## config.mk

```make
export PLATFORM = sky130hd
export DESIGN_NAME = axi_slv_wr_responder
export DESIGN_NICKNAME = d
export VERILOG_FILES = /design/src/rtl/axi_tb_pkg.sv /design/src/rtl/sync_fifo.sv /design/src/rtl/axi_slv_wr_responder.sv
export SDC_FILE = /design/constraint.sdc
export NUM_CORES = 1
export LEC_CHECK = 0
export ABC_AREA = 0
export BUFFER_PORTS_ARGS = -buffer_cell sky130_fd_sc_hd__buf_2
export CAP_MARGIN = 20
export CORE_ASPECT_RATIO = 1.75
export CORE_UTILIZATION = 50
export CTS_CLUSTER_DIAMETER = 150
export DETAILED_ROUTE_END_ITERATION = 10
export PLACE_DENSITY = 0.77
export SYNTH_ARGS = -nofsm -noshare
export SYNTH_HDL_FRONTEND = slang
export SYNTH_SLANG_ARGS = --single-unit
```

## constraint.sdc

```tcl
create_clock -name aclk -period 7.9 [get_ports aclk]
set_input_delay 0.395 -clock aclk [delete_from_list [all_inputs] [get_ports aclk]]
set_output_delay 0.395 -clock aclk [all_outputs]
set_load 0.05 [all_outputs]
```

## src/rtl/axi_tb_pkg.sv

```systemverilog
// Shared types for the AXI3 write responder: response codes, FIFO entry layouts, B FSM states.
// Entry field widths must match the responder's AXI_ADDR_W / AXI_ID_W parameters.
package axi_tb_pkg;

  localparam int PKG_ADDR_W = 32;
  localparam int PKG_ID_W   = 4;

  localparam logic [1:0] RESP_OKAY   = 2'b00;
  localparam logic [1:0] RESP_SLVERR = 2'b10;

  typedef struct packed {
    logic [PKG_ID_W-1:0]   id;
    logic [3:0]            len;
    logic [PKG_ADDR_W-1:0] addr;
  } aw_entry_t;

  typedef struct packed {
    logic [PKG_ID_W-1:0] id;
    logic [1:0]          resp;
  } b_entry_t;

  typedef enum logic [1:0] {
    B_IDLE,
    B_WAIT,
    B_RESP
  } b_state_t;

endpackage

```

## src/rtl/sync_fifo.sv

```systemverilog
// Registered synchronous FIFO; head is combinational from storage, so a push is visible next cycle.
// DEPTH must be a power of 2 (>= 2); push when full and pop when empty are ignored.
module sync_fifo #(
  parameter int WIDTH = 8,
  parameter int DEPTH = 4
) (
  input  logic                     aclk,
  input  logic                     aresetn,
  input  logic                     clr,
  input  logic                     push,
  input  logic [WIDTH-1:0]         push_dat,
  input  logic                     pop,
  output logic [WIDTH-1:0]         head_dat,
  output logic                     full,
  output logic                     empty,
  output logic [$clog2(DEPTH):0]   count
);

  localparam int PTR_W = $clog2(DEPTH);
  localparam logic [PTR_W-1:0] PTR_ONE  = 1;
  localparam logic [PTR_W:0]   CNT_ONE  = 1;
  localparam logic [PTR_W:0]   CNT_FULL = DEPTH[PTR_W:0];

  logic [WIDTH-1:0] mem [DEPTH];
  logic [PTR_W-1:0] wr_ptr, rd_ptr;
  logic             push_ok, pop_ok;

  assign full     = (count == CNT_FULL);
  assign empty    = (count == '0);
  assign push_ok  = push && !full;
  assign pop_ok   = pop && !empty;
  assign head_dat = mem[rd_ptr];

  always_ff @(posedge aclk) begin
    if (push_ok) mem[wr_ptr] <= push_dat;
  end

  always_ff @(posedge aclk or negedge aresetn) begin
    if (!aresetn) begin
      wr_ptr <= '0;
      rd_ptr <= '0;
      count  <= '0;
    end else if (clr) begin
      wr_ptr <= '0;
      rd_ptr <= '0;
      count  <= '0;
    end else begin
      if (push_ok) wr_ptr <= wr_ptr + PTR_ONE;
      if (pop_ok)  rd_ptr <= rd_ptr + PTR_ONE;
      case ({push_ok, pop_ok})
        2'b10:   count <= count + CNT_ONE;
        2'b01:   count <= count - CNT_ONE;
        default: count <= count;
      endcase
    end
  end

endmodule

```

## src/rtl/axi_slv_wr_responder.sv

```systemverilog
// AXI3 write slave: AW FIFO, in-order W checking, one B per burst after B_LATENCY idle cycles.
// Optional SLV_WR_RANDOM_BACKPRESSURE_EN gates AW/W ready with a free-running LFSR.
module axi_slv_wr_responder
  import axi_tb_pkg::*;
#(
  parameter int AXI_ADDR_W      = 32,
  parameter int AXI_ID_W        = 4,
  parameter int AXI_DATA_W      = 32,
  parameter int SLV_OSTDREQ_NUM = 4,
  parameter int B_LATENCY       = 2
) (
  input  logic                               aclk,
  input  logic                               aresetn,
  input  logic                               srst,
  input  logic                               in_awvalid,
  output logic                               out_awready,
  input  logic [AXI_ADDR_W-1:0]              in_awaddr,
  input  logic [3:0]                         in_awlen,
  input  logic [2:0]                         in_awsize,
  input  logic [1:0]                         in_awburst,
  input  logic [AXI_ID_W-1:0]                in_awid,
  input  logic [1:0]                         in_awlock,
  input  logic                               in_wvalid,
  output logic                               out_wready,
  input  logic                               in_wlast,
  input  logic [AXI_ID_W-1:0]                in_wid,
  input  logic [AXI_DATA_W-1:0]              in_wdata,
  input  logic [AXI_DATA_W/8-1:0]            in_wstrb,
  output logic                               out_bvalid,
  input  logic                               in_bready,
  output logic [AXI_ID_W-1:0]                out_bid,
  output logic [1:0]                         out_bresp,
  output logic                               out_err_pulse,
  output logic [$clog2(SLV_OSTDREQ_NUM):0]   out_ostd_cnt
);

  localparam logic [3:0] B_LAT4 = B_LATENCY[3:0];

  logic      rst_done;
  aw_entry_t aw_push_dat, aw_head;
  b_entry_t  b_push_dat, b_head;
  logic      aw_full, aw_empty, b_full, b_empty;
  logic [$clog2(SLV_OSTDREQ_NUM):0] b_cnt;
  logic      aw_hs, w_hs, b_pop;
  logic      burst_last, beat_err, burst_done;
  logic [1:0] burst_resp;
  logic [3:0] beat_cnt;
  logic      err_flag;
  b_state_t  b_state, b_nxt;
  logic [3:0] dly_cnt, dly_nxt;
  logic      unused_bits;

`ifdef SLV_WR_RANDOM_BACKPRESSURE_EN
  logic [15:0] lfsr;

  always_ff @(posedge aclk or negedge aresetn) begin
    if (!aresetn)  lfsr <= 16'hACE1;
    else if (srst) lfsr <= 16'hACE1;
    else           lfsr <= {lfsr[14:0], lfsr[15] ^ lfsr[13] ^ lfsr[12] ^ lfsr[10]};
  end

  assign out_awready = rst_done && !aw_full && lfsr[0];
  assign out_wready  = !aw_empty && !b_full && lfsr[1];
`else
  assign out_awready = rst_done && !aw_full;
  assign out_wready  = !aw_empty && !b_full;
`endif

  assign aw_hs = in_awvalid && out_awready;
  assign w_hs  = in_wvalid && out_wready;

  assign aw_push_dat.id   = in_awid;
  assign aw_push_dat.len  = in_awlen;
  assign aw_push_dat.addr = in_awaddr;

  // Completion is decided by the beat count alone; a wrong WLAST only marks the burst bad.
  assign burst_last = (beat_cnt == aw_head.len);
  assign beat_err   = (in_wid != aw_head.id) || (in_wlast != burst_last);
  assign burst_done = w_hs && burst_last;
  assign burst_resp = (err_flag || beat_err) ? RESP_SLVERR : RESP_OKAY;

  assign b_push_dat.id   = aw_head.id;
  assign b_push_dat.resp = burst_resp;

  sync_fifo #(.WIDTH($bits(aw_entry_t)), .DEPTH(SLV_OSTDREQ_NUM)) u_aw_fifo (
    .aclk     (aclk),
    .aresetn  (aresetn),
    .clr      (srst),
    .push     (aw_hs),
    .push_dat (aw_push_dat),
    .pop      (burst_done),
    .head_dat (aw_head),
    .full     (aw_full),
    .empty    (aw_empty),
    .count    (out_ostd_cnt)
  );

  sync_fifo #(.WIDTH($bits(b_entry_t)), .DEPTH(SLV_OSTDREQ_NUM)) u_b_fifo (
    .aclk     (aclk),
    .aresetn  (aresetn),
    .clr      (srst),
    .push     (burst_done),
    .push_dat (b_push_dat),
    .pop      (b_pop),
    .head_dat (b_head),
    .full     (b_full),
    .empty    (b_empty),
    .count    (b_cnt)
  );

  always_ff @(posedge aclk or negedge aresetn) begin
    if (!aresetn) begin
      rst_done      <= 1'b0;
      beat_cnt      <= '0;
      err_flag      <= 1'b0;
      out_err_pulse <= 1'b0;
    end else if (srst) begin
      rst_done      <= 1'b0;
      beat_cnt      <= '0;
      err_flag      <= 1'b0;
      out_err_pulse <= 1'b0;
    end else begin
      rst_done      <= 1'b1;
      out_err_pulse <= burst_done && (burst_resp == RESP_SLVERR);
      if (burst_done) begin
        beat_cnt <= '0;
        err_flag <= 1'b0;
      end else if (w_hs) begin
        beat_cnt <= beat_cnt + 4'd1;
        err_flag <= err_flag || beat_err;
      end
    end
  end

  always_ff @(posedge aclk or negedge aresetn) begin
    if (!aresetn) begin
      b_state <= B_IDLE;
      dly_cnt <= '0;
    end else if (srst) begin
      b_state <= B_IDLE;
      dly_cnt <= '0;
    end else begin
      b_state <= b_nxt;
      dly_cnt <= dly_nxt;
    end
  end

  // The IDLE cycle itself counts as one latency cycle, so WAIT leaves at count 2.
  always_comb begin
    b_nxt   = b_state;
    dly_nxt = dly_cnt;
    case (b_state)
      B_IDLE: begin
        if (!b_empty) begin
          if (B_LATENCY <= 1) begin
            b_nxt = B_RESP;
          end else begin
            b_nxt   = B_WAIT;
            dly_nxt = B_LAT4;
          end
        end
      end
      B_WAIT: begin
        dly_nxt = dly_cnt - 4'd1;
        if (dly_cnt <= 4'd2) b_nxt = B_RESP;
      end
      B_RESP: begin
        if (in_bready) b_nxt = B_IDLE;
      end
      default: b_nxt = B_IDLE;
    endcase
  end

  assign out_bvalid = (b_state == B_RESP);
  assign b_pop      = out_bvalid && in_bready;
  assign out_bid    = out_bvalid ? b_head.id : '0;
  assign out_bresp  = out_bvalid ? b_head.resp : RESP_OKAY;

  assign unused_bits = ^{in_awsize, in_awburst, in_awlock, in_wdata, in_wstrb, aw_head.addr, b_cnt};

endmodule

```

# After elaboration in Yosys (flattened, before gate mapping)
# Memory sizes are Yosys's and may differ from the RTL's.
# Cells that the tools add are included.
# op_classes
n_addsub	10
magnitude_cmp	1
eq_ne	15
muxes	35
reduce_logical	30
# op_table
op	count
$mux 2	14
$mux 4	6
$pmux 3 s2	2
$reduce_bool 3->1	4
$logic_and 1x1->1	11
$mux 1	9
$add 2x1->2 const B	4
$eq 2x2->1 const B	4
$pmux 4 s2	1
$reduce_bool 2->1	4
$add 3x1->3 const B	2
$eq 2x1->1 const B	3
$eq 3x3->1 const B	2
$logic_not 3->1	2
$mux 3	2
$ne 3x3->1 const B	2
$pmux 2 s3	1
$sub 3x1->3 const B	2
$add 4x1->4 const B	1
$eq 4x4->1	1
$le 4x2->1 const B	1
$logic_not 1->1	4
$ne 4x4->1	1
$sub 4x1->4 const B	1
other kinds (6)	7
# totals
ff_bits	27
ram_bits	184
input_bits	94
output_inout_bits	13
elab_cells	105
n_memories	2
# mem_list
name	depth	width	rd	rd_ports_with_merged_regs	wr	line_no	text
u_aw_fifo.mem	4	40	1	0	1	sync_fifo.sv:24	logic [WIDTH-1:0] mem [DEPTH];
u_b_fifo.mem	4	6	1	0	1	sync_fifo.sv:24	

# Depth between registers and ports, before layout
# Gate-level depths: netlist of the first run.
# logic_depth
ltp_word	9
depth_mapped	13
ltp_nobuf	10

# Modules after synthesis
# A second synthesis of the first run with hierarchy kept.
# hier_totals
hier_cells	457
area_unflattened_um2	8605.8
# by_module_without_submodules
mod	instances	cells_per_inst	area_each_um2	seq_area_each_um2
sync_fifo (u_aw_fifo)	1	271	6306.0	4979.8
sync_fifo (u_b_fifo)	1	93	1397.6	895.9
axi_slv_wr_responder	1	93	902.1	325.3

# Least setup slack after synthesis of the first run
# Ideal clock, no wire load.
# synth_timing
kind	register -> register
from	register u_aw_fifo.rd_ptr[0]
to	register u_b_fifo.count[2]
setup_time_ns	0.138
arrival_time_ns	2.813
required_ns	7.762
slack_ns	4.949
stages_incl_launch_ff	14
n_path_buf	3
synth_period_minus_slack_ns	2.951
cell_sequence	dfrtp_1 buf_6 mux4_2 xnor2_1 nand4_1 buf_2 buf_2 nor2_1 nor2_1 fa_1 nand3_1 nor2_1 a2111oi_0 nand4_1
# synth_via
elab_chain_cells	7
elab_cells_between_ends	9
classes_between	eq/ne: 3; mux: 2; reduce/logical: 3; memory: 1
# synth_rtl
item	line_no	text
start, declared	sync_fifo.sv:25	logic [PTR_W-1:0] wr_ptr, rd_ptr;
start signal, assigned	sync_fifo.sv:49	if (pop_ok) rd_ptr <= rd_ptr + PTR_ONE;
$mem_v2 4x40 (*)	-	
$eq 4x4->1 (*)	axi_slv_wr_responder.sv:77	assign burst_last = (beat_cnt == aw_head.len);
$logic_and 1x1->1 (*)	axi_slv_wr_responder.sv:79	assign burst_done = w_hs && burst_last;
$logic_and 1x1->1 (*)	sync_fifo.sv:30	assign push_ok = push && !full;
$eq 2x1->1 / $eq 2x2->1 (equally long branches)	sync_fifo.sv:50	case ({push_ok, pop_ok})
$pmux 3 s2	sync_fifo.sv:50	
$mux 3	sync_fifo.sv:43	end else if (clr) begin
end signal, assigned	sync_fifo.sv:51	2'b10: count <= count + CNT_ONE;
end signal, assigned	sync_fifo.sv:52	2'b01: count <= count - CNT_ONE;
end signal, assigned	sync_fifo.sv:53	default: count <= count;
end, declared	sync_fifo.sv:16	output logic [$clog2(DEPTH):0] count
# Every way passes the cells marked *; elsewhere a longest branch is shown, timed or not.
# A chain may end at the register's enable or synchronous reset.

# Worst setup path in the final report of the first run
# layout_timing
from	register u_aw_fifo.rd_ptr[0]
to	register u_aw_fifo.count[2]
# layout_via
elab_chain_cells	7
elab_cells_between_ends	9
classes_between	eq/ne: 3; mux: 2; reduce/logical: 3; memory: 1
# layout_rtl
item	line_no	text
$mem_v2 4x40 (*)	-	
$eq 4x4->1 (*)	axi_slv_wr_responder.sv:77	
$logic_and 1x1->1 (*)	axi_slv_wr_responder.sv:79	
$logic_and 1x1->1 (*)	sync_fifo.sv:31	assign pop_ok = pop && !empty;
$eq 2x1->1 / $eq 2x2->1 (equally long branches)	sync_fifo.sv:50	
$pmux 3 s2	sync_fifo.sv:50	
$mux 3	sync_fifo.sv:43	
end signal, assigned	sync_fifo.sv:51	
end signal, assigned	sync_fifo.sv:52	
end signal, assigned	sync_fifo.sv:53	
end, declared	sync_fifo.sv:16	
# Marks and branches as above.

==> metrics, run 1 <==
outcome=finished clean; Setup Viol. Count Final=0; final WL=approximately 7.2 mm; clock buffer depth=2; Layout Skew=about 0.0067 ns; clock sink count=between 70 and 80; Area growth syn-to-layout=11.4%; DP HPWL=4.98 mm; detailed-route DRC error count=0; DR vias=2491; Core Region=approximately 7500 sq um; 1st-pass router iterations=4; Leak=1.62 nW; largest net degree at the start of global routing=30; combinational share of power=0.168; DIE WIDTH=just under 70 microns; worst slack at placement=roughly 4.7 ns; synthesized area per cell=between 10 and 15 sq um; post-route setup slack=4.68 ns; CP max FO=21; Post-synth ARST share=0.342; max-slew violations=0; internal power=a little over 700 uW; hold violation count in the final report=0; Setup crit start kind=register; period utilisation layout=0.408; Clock Pin Slew Worst Setup and Hold Paths=~0.060 ns; Synth Flop Type=edfxtp_1; Fillers=between 600 and 700; Cell Rows=between 40 and 50; WP data required=8.11 ns; Avg WL per Cell=17.6 microns; number of antenna violations at the first check in global routing=0; Mapped Nets=between 400 and 500; Largest stage delay, worst path=0.68 ns; Die Ht=around 120 microns; Peak VDD IR=0.122 mV; Initial Util=0.513; Yosys warnings=0; global-route wire length before repair=approximately 12 mm; worst skew pair latency=~0.33 ns; antenna-violating nets left=0; most frequent cells after synthesis=edfxtp_1, dfrtp_1, nor2_1; minimum clock period=3.22 ns; Root Buffer=clkbuf_16; Worst-Margin Slew=roughly 0.64 ns; Overflow after GRT=0; Fin Setup TNS=0 ns; highest clock rate=between 0.3 and 0.4 GHz; Max Cap Viol=0; # diodes=0; placer congestion estimate=a little under 0.8; Final Net Count=approximately 430; H-tree level count=3; cell count after synthesis=297; setup bufs post-CTS=0; sequential share of the synthesized area=0.580; area leader, netlist=edfxtp_1; clock power share=0.358; Cell Pwr Density=roughly 240 nW/um^2; Yosys top cell area share=0.405; largest cells by area after synthesis=edfxtp_1, dfrtp_1, mux4_2; total CTS buffers=9; I/O Pins=107; share of post-route cells with drive strength above 1=0.192; cell with the most instances after synthesis=edfxtp_1; worst hold path type=input port to asynchronous set/reset pin; synthesized flop and latch total=between 70 and 80; Tot GR Track Use=0.200; P_sw=about 300 uW; number of gates resized after cts=0; Slew Limit Headroom=0.575; worst path cell trace=mux4_2 -> xnor2_1 -> nand4_1 -> buf_4 -> nor3_1 -> fa_1 -> and3_1 -> nand3_1 -> o2111ai_1 -> a2111o_1; Via density=6.06; CTS tree=built; sequential power share=0.474; port bufs=30; number of global-route vias before repair=roughly 2.4k; RSZ-0062 raised after global routing=no; number of synthesized flops with an enable pin=52; crit path kind=register to register; Sw Share=0.292; # hold bufs at CTS=0; DR iter-0 viols=around 180; CP endpoint kind=register; Synth cell types=between 50 and 60; Critical Path Slowest Stage Cell=dfrtp_1; Synth Cell Area=a little under 4000 sq um; die area=just over 8000 sq um; Data arrival, critical path=3.43 ns
-- logic make-up after synthesis --
kind of cell             share of synthesized area
AO/OA/AOI/OAI                               0.0720
other                                     0.000972
adder cells (fa/ha/maj)                     0.0461
multiplexers                                0.0915
AND/OR/NAND/NOR                              0.141
XOR/XNOR                                    0.0295
buffers and inverters                       0.0389
flip-flops                                   0.580
-- sequential cells by signal, indices dropped and copies added (netlist names) --
name / count
err_flag: 1
u_b_fifo.mem: 20
beat_cnt: 4
u_b_fifo.rd_ptr: 2
out_err_pulse: 1
rst_done: 1
u_aw_fifo.rd_ptr: 2
u_aw_fifo.count: 3
b_state: 2
dly_cnt: 4
u_aw_fifo.wr_ptr: 2
u_aw_fifo.mem: 32
u_b_fifo.count: 3
u_b_fifo.wr_ptr: 2
-- per-stage QoR --
step	cells	total power [mW]	hold slack (ns)	util	instance area, sq um
2_1_floorplan	297	0.623	0.0994	-	3860
6_report	411	1.03	0.0796	0.572	4300
3_3_place_gp	395	0.661	0.458	0.536	4030
4_1_cts	411	1.04	0.0953	0.572	4300
5_1_grt	411	1.07	0.129	0.572	4300
3_5_place_dp	395	0.669	0.460	0.536	4030
-- critical path: cells and delay by family, from the launching register on --
kind | cells | cell delay, ns
xor+xnor | 1 | 0.16
flops | 1 | 0.68
simple gates | 4 | 0.49
compound gates | 2 | 0.48
mux | 1 | 0.59
fa+ha+maj | 1 | 0.43
buf+inv | 1 | 0.26
-- area by class of cell --
class	count	area (sq um)	share of cell area
Clock inverter	6	37.5	0.00874
Timing Repair Buffer	32	165	0.0384
Clock buffer	10	229	0.0533
Inverter	11	41.3	0.00961
Sequential cell	79	2240	0.521
Tap cell	88	110	0.0256
Multi-Input combinational cell	185	1480	0.344
-- cells in the final DEF, fill, tap and decap left out, types with 5 or more instances in the layout --
| cell | netlist | final |
|---|---|---|
| nand2_1 | 14 | 14 |
| nand3_1 | 16 | 16 |
| nand4_1 | 6 | 6 |
| xor2_1 | 5 | 5 |
| nor2b_1 | 5 | 5 |
| and3_1 | 7 | 7 |
| xnor2_1 | 8 | 8 |
| nor3_1 | 12 | 12 |
| ha_1 | 11 | 11 |
| o21ai_0 | 5 | 5 |
| edfxtp_1 | 52 | 52 |
| mux4_2 | 11 | 11 |
| a21oi_1 | 9 | 9 |
| dfrtp_1 | 27 | 27 |
| nor2_1 | 18 | 18 |
| or3_1 | 6 | 6 |
| inv_1 | 11 | 11 |
| and2_1 | 9 | 9 |
| clkbuf_16 | 0 | 9 |
| buf_2 | 5 | 30 |
-- power by group through the flow --
stage          logic, mW  registers (mW)  clock network, mW
4_1_cts            0.174           0.487              0.376
3_3_place_gp       0.167           0.494                  0
3_5_place_dp       0.174           0.495                  0
5_1_grt            0.190           0.490              0.390
6_report           0.173           0.487              0.368
2_1_floorplan      0.121           0.502                  0
-- routing by layer --
metal / vias to the layer above / routed length (microns) / global-route usage / share of wire
li1: 1156 / - / - / -
met1: 1262 / 2900 / 0.236 / 0.40
met2: 58 / 3880 / 0.329 / 0.54
met3: 15 / 290 / 0.0415 / 0.040
met4: 0 / 176 / 0.103 / 0.024
met5: - / 0 / 0 / 0
-- worst paths after layout --
check	from	to	slack (ns)	depth (start not counted)
setup / recovery	u_aw_fifo.rd_ptr[0]	u_aw_fifo.count[2]	4.68	10
hold / removal	aresetn	u_b_fifo.rd_ptr[1]	0.08	1
setup reg to reg	u_aw_fifo.rd_ptr[0]	u_aw_fifo.count[2]	4.68	10
hold reg to reg	b_state[0]	b_state[0]	0.57	1
max in group asynchronous	aresetn	beat_cnt[2]	7.40	1
min in group aclk	in_awlen[2]	u_aw_fifo.mem[2][34]	0.27	1
Power figures use the tool's default switching activity.
==> run 2, diff against run 1 <==
- clock period: 7.9 -> 3.25 ns (I/O delays scaled with it)
==> metrics, run 2 (synthesized netlist as in run 1, its figures left out) <==
Via density=5.84 (-3.7%); Slew Limit Headroom=0.572 (-0.00336); DR iter-0 viols=183 (-0.54%); number of antenna violations at the first check in global routing=0 (unchanged); setup bufs post-CTS=0 (unchanged); commonest non-fill, non-tap cells in the layout=edfxtp_1, buf_2, dfrtp_1; Setup Viol. Count Final=0 (unchanged); CP endpoint kind=register; Leak=1.65 nW (+2.0%); worst skew pair latency=0.33 ns (about the same); port bufs=30 (unchanged); Data arrival, critical path=3.06 ns (-0.37 ns); CP max FO=5 (-76%); hold violation count in the final report=0 (unchanged); WP data required=3.45 ns (-4.66 ns); share of post-route cells with drive strength above 1=0.202 (+0.00988); antenna-violating nets left=0 (unchanged); Layout Skew=0.00397 ns (-0.00268 ns); DP HPWL=4.91 mm (-1.4%); Peak VDD IR=0.340 mV (+180%); Avg WL per Cell=16.4 microns (-6.9%); CTS tree=built; placer congestion estimate=0.801 (+4.0%); Critical Path Slowest Stage Cell=mux4_2; DIE WIDTH=68.4 microns (unchanged); Tot GR Track Use=0.190 (-0.00984); Overflow after GRT=0 (unchanged); Cell Pwr Density=591 nW/um^2 (+150%); DR vias=2423 (-2.7%); die area=8080 sq um (unchanged); 1st-pass router iterations=7 (+3); largest net degree at the start of global routing=30 (unchanged); I/O Pins=107 (unchanged); final WL=6.81 mm (-6.0%); Fin Setup TNS=0 ns (unchanged); crit path kind=register to register; Power Total=2.57 mW (+150%); worst path cell trace=mux4_2 -> xnor2_1 -> nand4_1 -> nor2_1 -> nor2_1 -> fa_1 -> nand3_1 -> nor2_1 -> a2111oi_0 -> nand4_1; clock buffer depth=2 (unchanged); Largest stage delay, worst path=0.53 ns (-0.15 ns); # diodes=0 (unchanged); RSZ-0062 raised after global routing=no; Initial Util=0.513 (unchanged); minimum clock period=2.86 ns (-0.361 ns); Cell Rows=42 (unchanged); global-route wire length before repair=11.2 mm (-4.3%); Root Buffer=clkbuf_16; Area growth syn-to-layout=12.8%; violated checks=DRC; Worst-Margin Slew=0.642 ns (+0.00503 ns); H-tree level count=3 (unchanged); total CTS buffers=9 (unchanged); Clock Pin Slew Worst Setup and Hold Paths=0.06 ns (about the same); outcome=finished, violations left; Core Region=7510 sq um (unchanged); max-slew violations=0 (unchanged); clock sink count=79 (unchanged); CP dominant cell by count=nor2_1; Setup crit start kind=register; worst hold path type=input port to register; top flop regs=u_aw_fifo.mem: 32 flops, u_b_fifo.mem: 20 flops; Die Ht=118 microns (unchanged); Final Net Count=429 (+0.94%); Max Cap Viol=0 (unchanged); most flop-heavy register=u_aw_fifo.mem; most common cell after layout, fill and taps aside=edfxtp_1; number of global-route vias before repair=2407 (+1.2%); period utilisation layout=0.881 (+0.473); highest clock rate=0.349 GHz (+13%); detailed-route DRC error count=1 (+1); max reg flops=32 (unchanged)
-- run 2: cell types whose count changed in the layout (fill, tap and decap cells not counted), sizes merged --
cell,previous run,this run
buf,32,35
clkbuf,10,12
clkinv,5,3
bufinv,0,1
clkinvlp,1,0
dlygate4sd3,0,1
-- run 2: power by group --
part           switching [mW]  total [mW]  internal (mW)
registers              0.0584        1.18           1.13
logic                   0.288       0.424          0.135
clock network           0.368       0.961          0.594
total                   0.714        2.57           1.85
-- run 2: repair_timing --
| action | 4_1_cts | 5_1_grt |
|---|---|---|
| hold buffers | 1 | 0 |
| resized for setup | 0 | 1 |
| endpoints found under the hold margin | 27 | 0 |
| endpoints found under the setup margin | 0 | 1 |
-- run 2: cell type report --
type	instances	area, sq um
Fill cell	591	3170
Sequential cell	79	2240
Multi-Input combinational cell	185	1480
Clock buffer	12	236
Timing Repair Buffer	36	198
Tap cell	88	110
Clock inverter	4	48.8
Inverter	11	41.3
-- run 2: per-stage QoR --
stage	worst slack (ns)	cell area (sq um)	std cells	utilization	hold slack, ns
floorplan	0.299	3860	297	-	-0.133
global placement	0.339	4050	398	0.539	0.224
detailed placement	0.319	4050	398	0.539	0.219
CTS	0.303	4350	415	0.579	0.0422
global route	0.0321	4350	415	0.579	0.0460
finish	0.387	4350	415	0.579	0.0514
-- run 2: critical path, delay by kind of cell, from the launching register on --
family          cells  cell delay, ns
simple gates        6            0.77
mux                 1            0.53
flops               1            0.44
fa+ha+maj           1            0.43
compound gates      1            0.35
xor+xnor            1            0.20
-- run 2: per-layer routing --
layer	vias to the layer above	share of wire	global-route usage	wire length, microns
li1	1160	-	-	-
met3	9	0.030	0.0396	207
met5	-	0	0	0
met2	57	0.55	0.329	3740
met1	1197	0.40	0.216	2740
met4	0	0.017	0.0794	117
-- run 2: final timing paths --
check                                    startpoint  slack (ns)  cells past startpoint              endpoint
worst min register to register             err_flag        0.57                      2              err_flag
worst min-delay path                     in_awid[3]        0.05                      1  u_aw_fifo.mem[2][39]
max in group asynchronous                   aresetn        2.34                      2   u_aw_fifo.rd_ptr[0]
min in group asynchronous                   aresetn        0.45                      2    u_b_fifo.rd_ptr[1]
worst max-delay path            u_aw_fifo.rd_ptr[0]        0.39                     10     u_b_fifo.count[2]
worst max register to register  u_aw_fifo.rd_ptr[0]        0.39                     10     u_b_fifo.count[2]
